[src/rtl/inv_key_schedule.sv]
// AES-128 inverse key schedule: walks from the round-10 key back to round 0, one key per handshake.
// Optional round-0 self-check against cipherKey is enabled by defining AES_INVKEY_CHECK_EN.
//
// state | meaning
// IDLE  | waiting for start
// EMIT  | key presented, waiting for the handshake
// DONE  | one cycle, done=1
module inv_key_schedule (
    input  logic         clk,
    input  logic         rst_n,
    input  logic         start,
    input  logic [127:0] lastKey,
    input  logic         keyReady,
`ifdef AES_INVKEY_CHECK_EN
    input  logic [127:0] cipherKey,
    output logic         keyMatch,
`endif
    output logic         keyValid,
    output logic [127:0] roundKey,
    output logic [3:0]   roundNum,
    output logic         busy,
    output logic         done
);

    typedef enum logic [1:0] {
        IDLE = 2'd0,
        EMIT = 2'd1,
        DONE = 2'd2
    } state_t;

    state_t       state, state_nxt;
    logic [127:0] key_nxt;
    logic [3:0]   round_nxt;
    logic         key_hs;

    function automatic logic [7:0] gf_mul(input logic [7:0] a, input logic [7:0] b);
        logic [7:0] p;
        logic [7:0] aa;
        p  = 8'h00;
        aa = a;
        for (int i = 0; i < 8; i++) begin
            if (b[i]) p = p ^ aa;
            aa = {aa[6:0], 1'b0} ^ ({8{aa[7]}} & 8'h1b);
        end
        return p;
    endfunction

    // S-box as multiplicative inverse (x^254) followed by the affine transform
    function automatic logic [7:0] sub_byte(input logic [7:0] x);
        logic [7:0] p;
        logic [7:0] r;
        p = x;
        r = 8'h01;
        for (int i = 0; i < 7; i++) begin
            p = gf_mul(p, p);
            r = gf_mul(r, p);
        end
        return r ^ {r[6:0], r[7]} ^ {r[5:0], r[7:6]} ^ {r[4:0], r[7:5]}
                 ^ {r[3:0], r[7:4]} ^ 8'h63;
    endfunction

    function automatic logic [7:0] rcon(input logic [3:0] r);
        logic [7:0] c;
        case (r)
            4'd1:    c = 8'h01;
            4'd2:    c = 8'h02;
            4'd3:    c = 8'h04;
            4'd4:    c = 8'h08;
            4'd5:    c = 8'h10;
            4'd6:    c = 8'h20;
            4'd7:    c = 8'h40;
            4'd8:    c = 8'h80;
            4'd9:    c = 8'h1b;
            4'd10:   c = 8'h36;
            default: c = 8'h00;
        endcase
        return c;
    endfunction

    function automatic logic [127:0] inv_step(input logic [127:0] k, input logic [3:0] r);
        logic [31:0] n0, n1, n2, n3, rot, sw;
        n3  = k[31:0]  ^ k[63:32];
        n2  = k[63:32] ^ k[95:64];
        n1  = k[95:64] ^ k[127:96];
        rot = {n3[23:0], n3[31:24]};
        sw  = {sub_byte(rot[31:24]), sub_byte(rot[23:16]),
               sub_byte(rot[15:8]),  sub_byte(rot[7:0])};
        n0  = k[127:96] ^ sw ^ {rcon(r), 24'h000000};
        return {n0, n1, n2, n3};
    endfunction

    assign key_hs = (state == EMIT) && keyReady;

    always_comb begin
        state_nxt = state;
        key_nxt   = roundKey;
        round_nxt = roundNum;
        case (state)
            IDLE: begin
                if (start) begin
                    state_nxt = EMIT;
                    key_nxt   = lastKey;
                    round_nxt = 4'd10;
                end
            end
            EMIT: begin
                if (key_hs) begin
                    if (roundNum != 4'd0) begin
                        key_nxt   = inv_step(roundKey, roundNum);
                        round_nxt = roundNum - 4'd1;
                    end else begin
                        state_nxt = DONE;
                    end
                end
            end
            DONE:    state_nxt = IDLE;
            default: state_nxt = IDLE;
        endcase
    end

    always_ff @(posedge clk or negedge rst_n) begin
        if (!rst_n) begin
            state    <= IDLE;
            keyValid <= 1'b0;
            roundKey <= '0;
            roundNum <= 4'd0;
            busy     <= 1'b0;
            done     <= 1'b0;
        end else begin
            state    <= state_nxt;
            roundKey <= key_nxt;
            roundNum <= round_nxt;
            keyValid <= (state_nxt == EMIT);
            busy     <= (state_nxt != IDLE);
            done     <= (state_nxt == DONE);
        end
    end

`ifdef AES_INVKEY_CHECK_EN
    always_ff @(posedge clk or negedge rst_n) begin
        if (!rst_n) begin
            keyMatch <= 1'b0;
        end else if ((state == IDLE) && start) begin
            keyMatch <= 1'b0;
        end else if (key_hs && (roundNum == 4'd0)) begin
            keyMatch <= (roundKey == cipherKey);
        end
    end
`endif

endmodule

[config.mk]
export PLATFORM = sky130hd
export DESIGN_NAME = inv_key_schedule
export DESIGN_NICKNAME = d
export VERILOG_FILES = /design/src/rtl/inv_key_schedule.sv
export SDC_FILE = /design/constraint.sdc
export NUM_CORES = 2
export LEC_CHECK = 0
export CORE_MARGIN = 2
export CORE_UTILIZATION = 40
export DETAILED_ROUTE_END_ITERATION = 8
export PLACE_DENSITY = 0.65
export SLEW_MARGIN = 20
export SYNTH_ARGS = -nofsm -noshare
export SYNTH_HDL_FRONTEND = slang
export SYNTH_SLANG_ARGS = --single-unit
export TNS_END_PERCENT = 100
[constraint.sdc]
create_clock -name clk -period 15.6 [get_ports clk]
set_input_delay 1.56 -clock clk [delete_from_list [all_inputs] [get_ports clk]]
set_output_delay 1.56 -clock clk [all_outputs]
set_load 0.02 [all_outputs]
==> impl_metrics.sql <==
INSERT INTO impl_metrics (metric_group, metric, value, unit) VALUES
('global_routing', 'first_global_vias', '58800', ''),
('final_layout', 'final_core_utilization', '47.7', '%'),
('yosys', 'yosys.cell_types.count', '110', ''),
('worst_setup_path', 'worstSetupStartpointType', 'flip-flop', ''),
('clock_network', 'clockRootBuffer', 'clkbuf_16', ''),
('worst_setup_path', 'regToRegSetupSlack', '560', 'ps'),
('sta', 'postLayoutSetupSlackWorst', '560', 'ps'),
('clock_network', 'cts_tree', 'yes', ''),
('sta', 'worst_slew_pin_slew', '1140', 'ps'),
('placed_design', 'placed_cells', '10800', ''),
('worst_hold_path', 'timing.hold.worst.class', 'flip-flop to flip-flop', ''),
('sta', 'setup_viol', '0', ''),
('yosys', 'dominant_combinational_cell_family_by_area_after_synthesis', 'XOR/XNOR gates', ''),
('yosys', 'yosys.area_share.xor_xnor', '45.8', '%'),
('worst_setup_path', 'cpMaxStageDelayCell', 'xnor3_4', ''),
('placed_design', 'post-dp-hpwl', '167000', 'µm'),
('yosys', 'synth-edff-count', '0', ''),
('outcome', 'outcome', 'finished clean', ''),
('route', 'ant_nets', '0', ''),
('route', 'wl_per_cell', '20.3', 'µm'),
('final_layout', 'design_area', '73700', 'µm²'),
('yosys', 'netlist_top_cells_area', 'xnor2_1, xnor3_1, nor2_1, xor2_1, dfrtp_1', ''),
('sta', 'finalClockSkew', '26.6', 'ps'),
('global_routing', 'grt-ovfl-total', '0', ''),
('yosys', 'synth_mux_area_share', '3.70', '%'),
('final_layout', 'fillerInstances', '15200', ''),
('worst_setup_path', 'cpPeakStageDelay', '660', 'ps'),
('worst_setup_path', 'setup.worst_path.class', 'flip-flop to flip-flop', ''),
('yosys', 'ys_ff_latch', '137', ''),
('clock_network', 'cts.hold.buffers_added', '0', ''),
('clock_network', 'clock_edge_transition_at_the_registers_on_the_reported_setup_and_hold_paths', '90', 'ps'),
('sta', 'period_share', '96.4', '%'),
('global_routing', 'grt_util_all_layers', '26.5', '%'),
('route', 'drc_errors', '0', ''),
('yosys', 'synthDominantAreaCellType', 'xnor2_1', ''),
('worst_setup_path', 'worst-endpoint-required', '16050', 'ps'),
('route', 'routed_wirelength', '222000', 'µm'),
('route', 'vias', '63800', ''),
('route', 'drt-initial-drc-count', '7015', ''),
('final_layout', 'antenna_cells', '0', ''),
('sta', 'finalHoldViolations', '0', ''),
('yosys', 'area_fraction_in_and_or_nand_and_nor_cells_after_synthesis', '20.5', '%'),
('yosys', 'synth_seq_area_share', '5.50', '%'),
('yosys', 'synth-main-ff-cell', 'dfrtp_1', ''),
('yosys', 'post_synth_instance_area', '62300', 'µm²'),
('final_layout', 'fraction_of_final_layout_cells_sized_beyond_drive_strength_1', '14.0', '%'),
('yosys', 'yosysWarningCount', '0', ''),
('worst_setup_path', 'critPathMostFrequentCell', 'buf_4', ''),
('global_routing', 'grt_antenna_before_repair', '11', ''),
('clock_network', 'tritoncts_num_sinks', '137', ''),
('placed_design', 'io_buffer_count', '266', ''),
('worst_setup_path', 'timing.critical_path.fanout_max', '26', ''),
('clock_network', 'clock_path_buffers', '2', ''),
('sta', 'maxSlewViolCount', '0', ''),
('die', 'die_area', '159000', 'µm²'),
('route', 'routed_via_density', '5.83', ''),
('sta', 'max-slew-margin-rel', '23.5', '%'),
('clock_network', 'h-tree-depth', '4', ''),
('clock_network', 'cts_buffers', '17', ''),
('die', 'standard_cell_row_count', '144', ''),
('sta', 'rsz0062_at_grt', 'yes', ''),
('run', 'max_cap_viol_count', '0', ''),
('yosys', 'synth-compound-area-share', '19.7', '%'),
('final_layout', 'stdcell_count', '10900', ''),
('die', 'io_pins', '267', ''),
('clock_network', 'clkLatencyLatePin', '540', 'ps'),
('yosys', 'syn_area_per_cell', '7.36', 'µm²'),
('die', 'core_area', '154000', 'µm²'),
('sta', 'finalCriticalPeriod', '15040', 'ps'),
('sta', 'maximum_clock_frequency', '0.0665', 'GHz'),
('placed_design', 'dpl-instance-area', '70200', 'µm²');
## per-layer routing
metal | wire, µm | up-vias | track usage, % | part of all wire [%]
met3 | 18100 | 283 | 3.95 | 8.1
met2 | 102000 | 2749 | 42.9 | 46
li1 | - | 30200 | - | -
met5 | 108 | - | 0 | 0.049
met4 | 3950 | 16 | 5.05 | 1.8
met1 | 97400 | 30600 | 37.2 | 44
## cell usage after synthesis, types with 58 or more instances
master	n
a211oi_1	76
a21oi_1	472
a22oi_1	122
a31oi_1	76
buf_2	82
clkbuf_1	417
dfrtp_1	137
inv_1	87
mux2i_1	189
nand2_1	732
nand2b_1	58
nand3_1	226
nor2_1	1364
nor2b_1	63
nor3_1	243
o211ai_1	74
o21ai_0	545
o22ai_1	111
xnor2_1	1609
xnor3_1	350
xor2_1	434
## critical path, delay by kind of cell, from the launching register on
| kind | cells | cell delay (ps) |
|---|---|---|
| flip-flops | 1 | 490 |
| adder cells (fa/ha/maj) | 1 | 280 |
| AO/OA/AOI/OAI | 19 | 4340 |
| XOR/XNOR | 11 | 3860 |
| multiplexers | 3 | 820 |
| buffers and inverters | 8 | 1350 |
| AND/OR/NAND/NOR | 14 | 3790 |
## final timing paths
| check | depth (start not counted) | to | from |
|---|---|---|---|
| worst max-delay path | 56 | roundKey[125] | roundKey[23] |
| min in group asynchronous | 1 | roundKey[90] | rst_n |
| max in group asynchronous | 2 | roundKey[19] | rst_n |
| worst max register to register | 56 | roundKey[125] | roundKey[23] |
| worst min register to register | 2 | roundKey[79] | roundKey[79] |
| worst min-delay path | 2 | roundKey[79] | roundKey[79] |
## placed cells by master, fill, tap and decap left out, types with 86 or more instances in the layout
| master | n |
|---|---|
| xnor2_1 | 1462 |
| nor2_1 | 1352 |
| nand2_1 | 730 |
| buf_4 | 662 |
| o21ai_0 | 536 |
| a21oi_1 | 466 |
| xor2_1 | 392 |
| xnor3_1 | 311 |
| clkdlybuf4s50_1 | 265 |
| nor3_1 | 235 |
| nand3_1 | 225 |
| mux2i_1 | 182 |
| xnor2_2 | 163 |
| dfrtp_1 | 137 |
| a22oi_1 | 120 |
| o22ai_1 | 111 |
| inv_1 | 86 |
## state kept, by name (all words and copies together) (netlist names)
name,count
busy,1
done,1
keyValid,1
roundKey,128
roundNum,4
state,2
## per-stage QoR
step	TNS, ps	hold slack (ps)
final	0	581
after global routing	-699	605
after CTS	0	574
after detailed placement	-7500	555
after global placement	-3780	541
after floorplan	0	633
## logic make-up (layout without fill, tap and decap cells)
| group | Yosys count | count (layout) |
|---|---|---|
| adders and majority gates | 28 | 28 |
| AOI/OAI and AO/OA | 1935 | 1935 |
| and+or+nand+nor | 2956 | 2956 |
| muxes | 222 | 222 |
| DFF | 137 | 137 |
| buffers and inverters | 662 | 1084 |
| xor gates and xnor gates | 2529 | 2531 |
## layout make-up
class / instances / area, µm² / area share (%)
Multi-Input combinational cell: 7672 / 58800 / 79.7
Timing Repair Buffer: 948 / 7950 / 10.8
Sequential cell: 137 / 3430 / 4.65
Tap cell: 2044 / 2560 / 3.47
Clock buffer: 17 / 425 / 0.577
Inverter: 104 / 395 / 0.537
Clock inverter: 15 / 175 / 0.238
## repair_timing
| action | CTS | global route |
|---|---|---|
| buffers inserted | 2 | 85 |
| pin swaps | 3 | 67 |
| endpoints found under the setup margin | 32 | 32 |
| resized for setup | 48 | 300 |
| cloned | 0 | 2 |
Power is not shown: default switching activity piles up to over one toggle a cycle in this logic, so the estimate is an artifact.
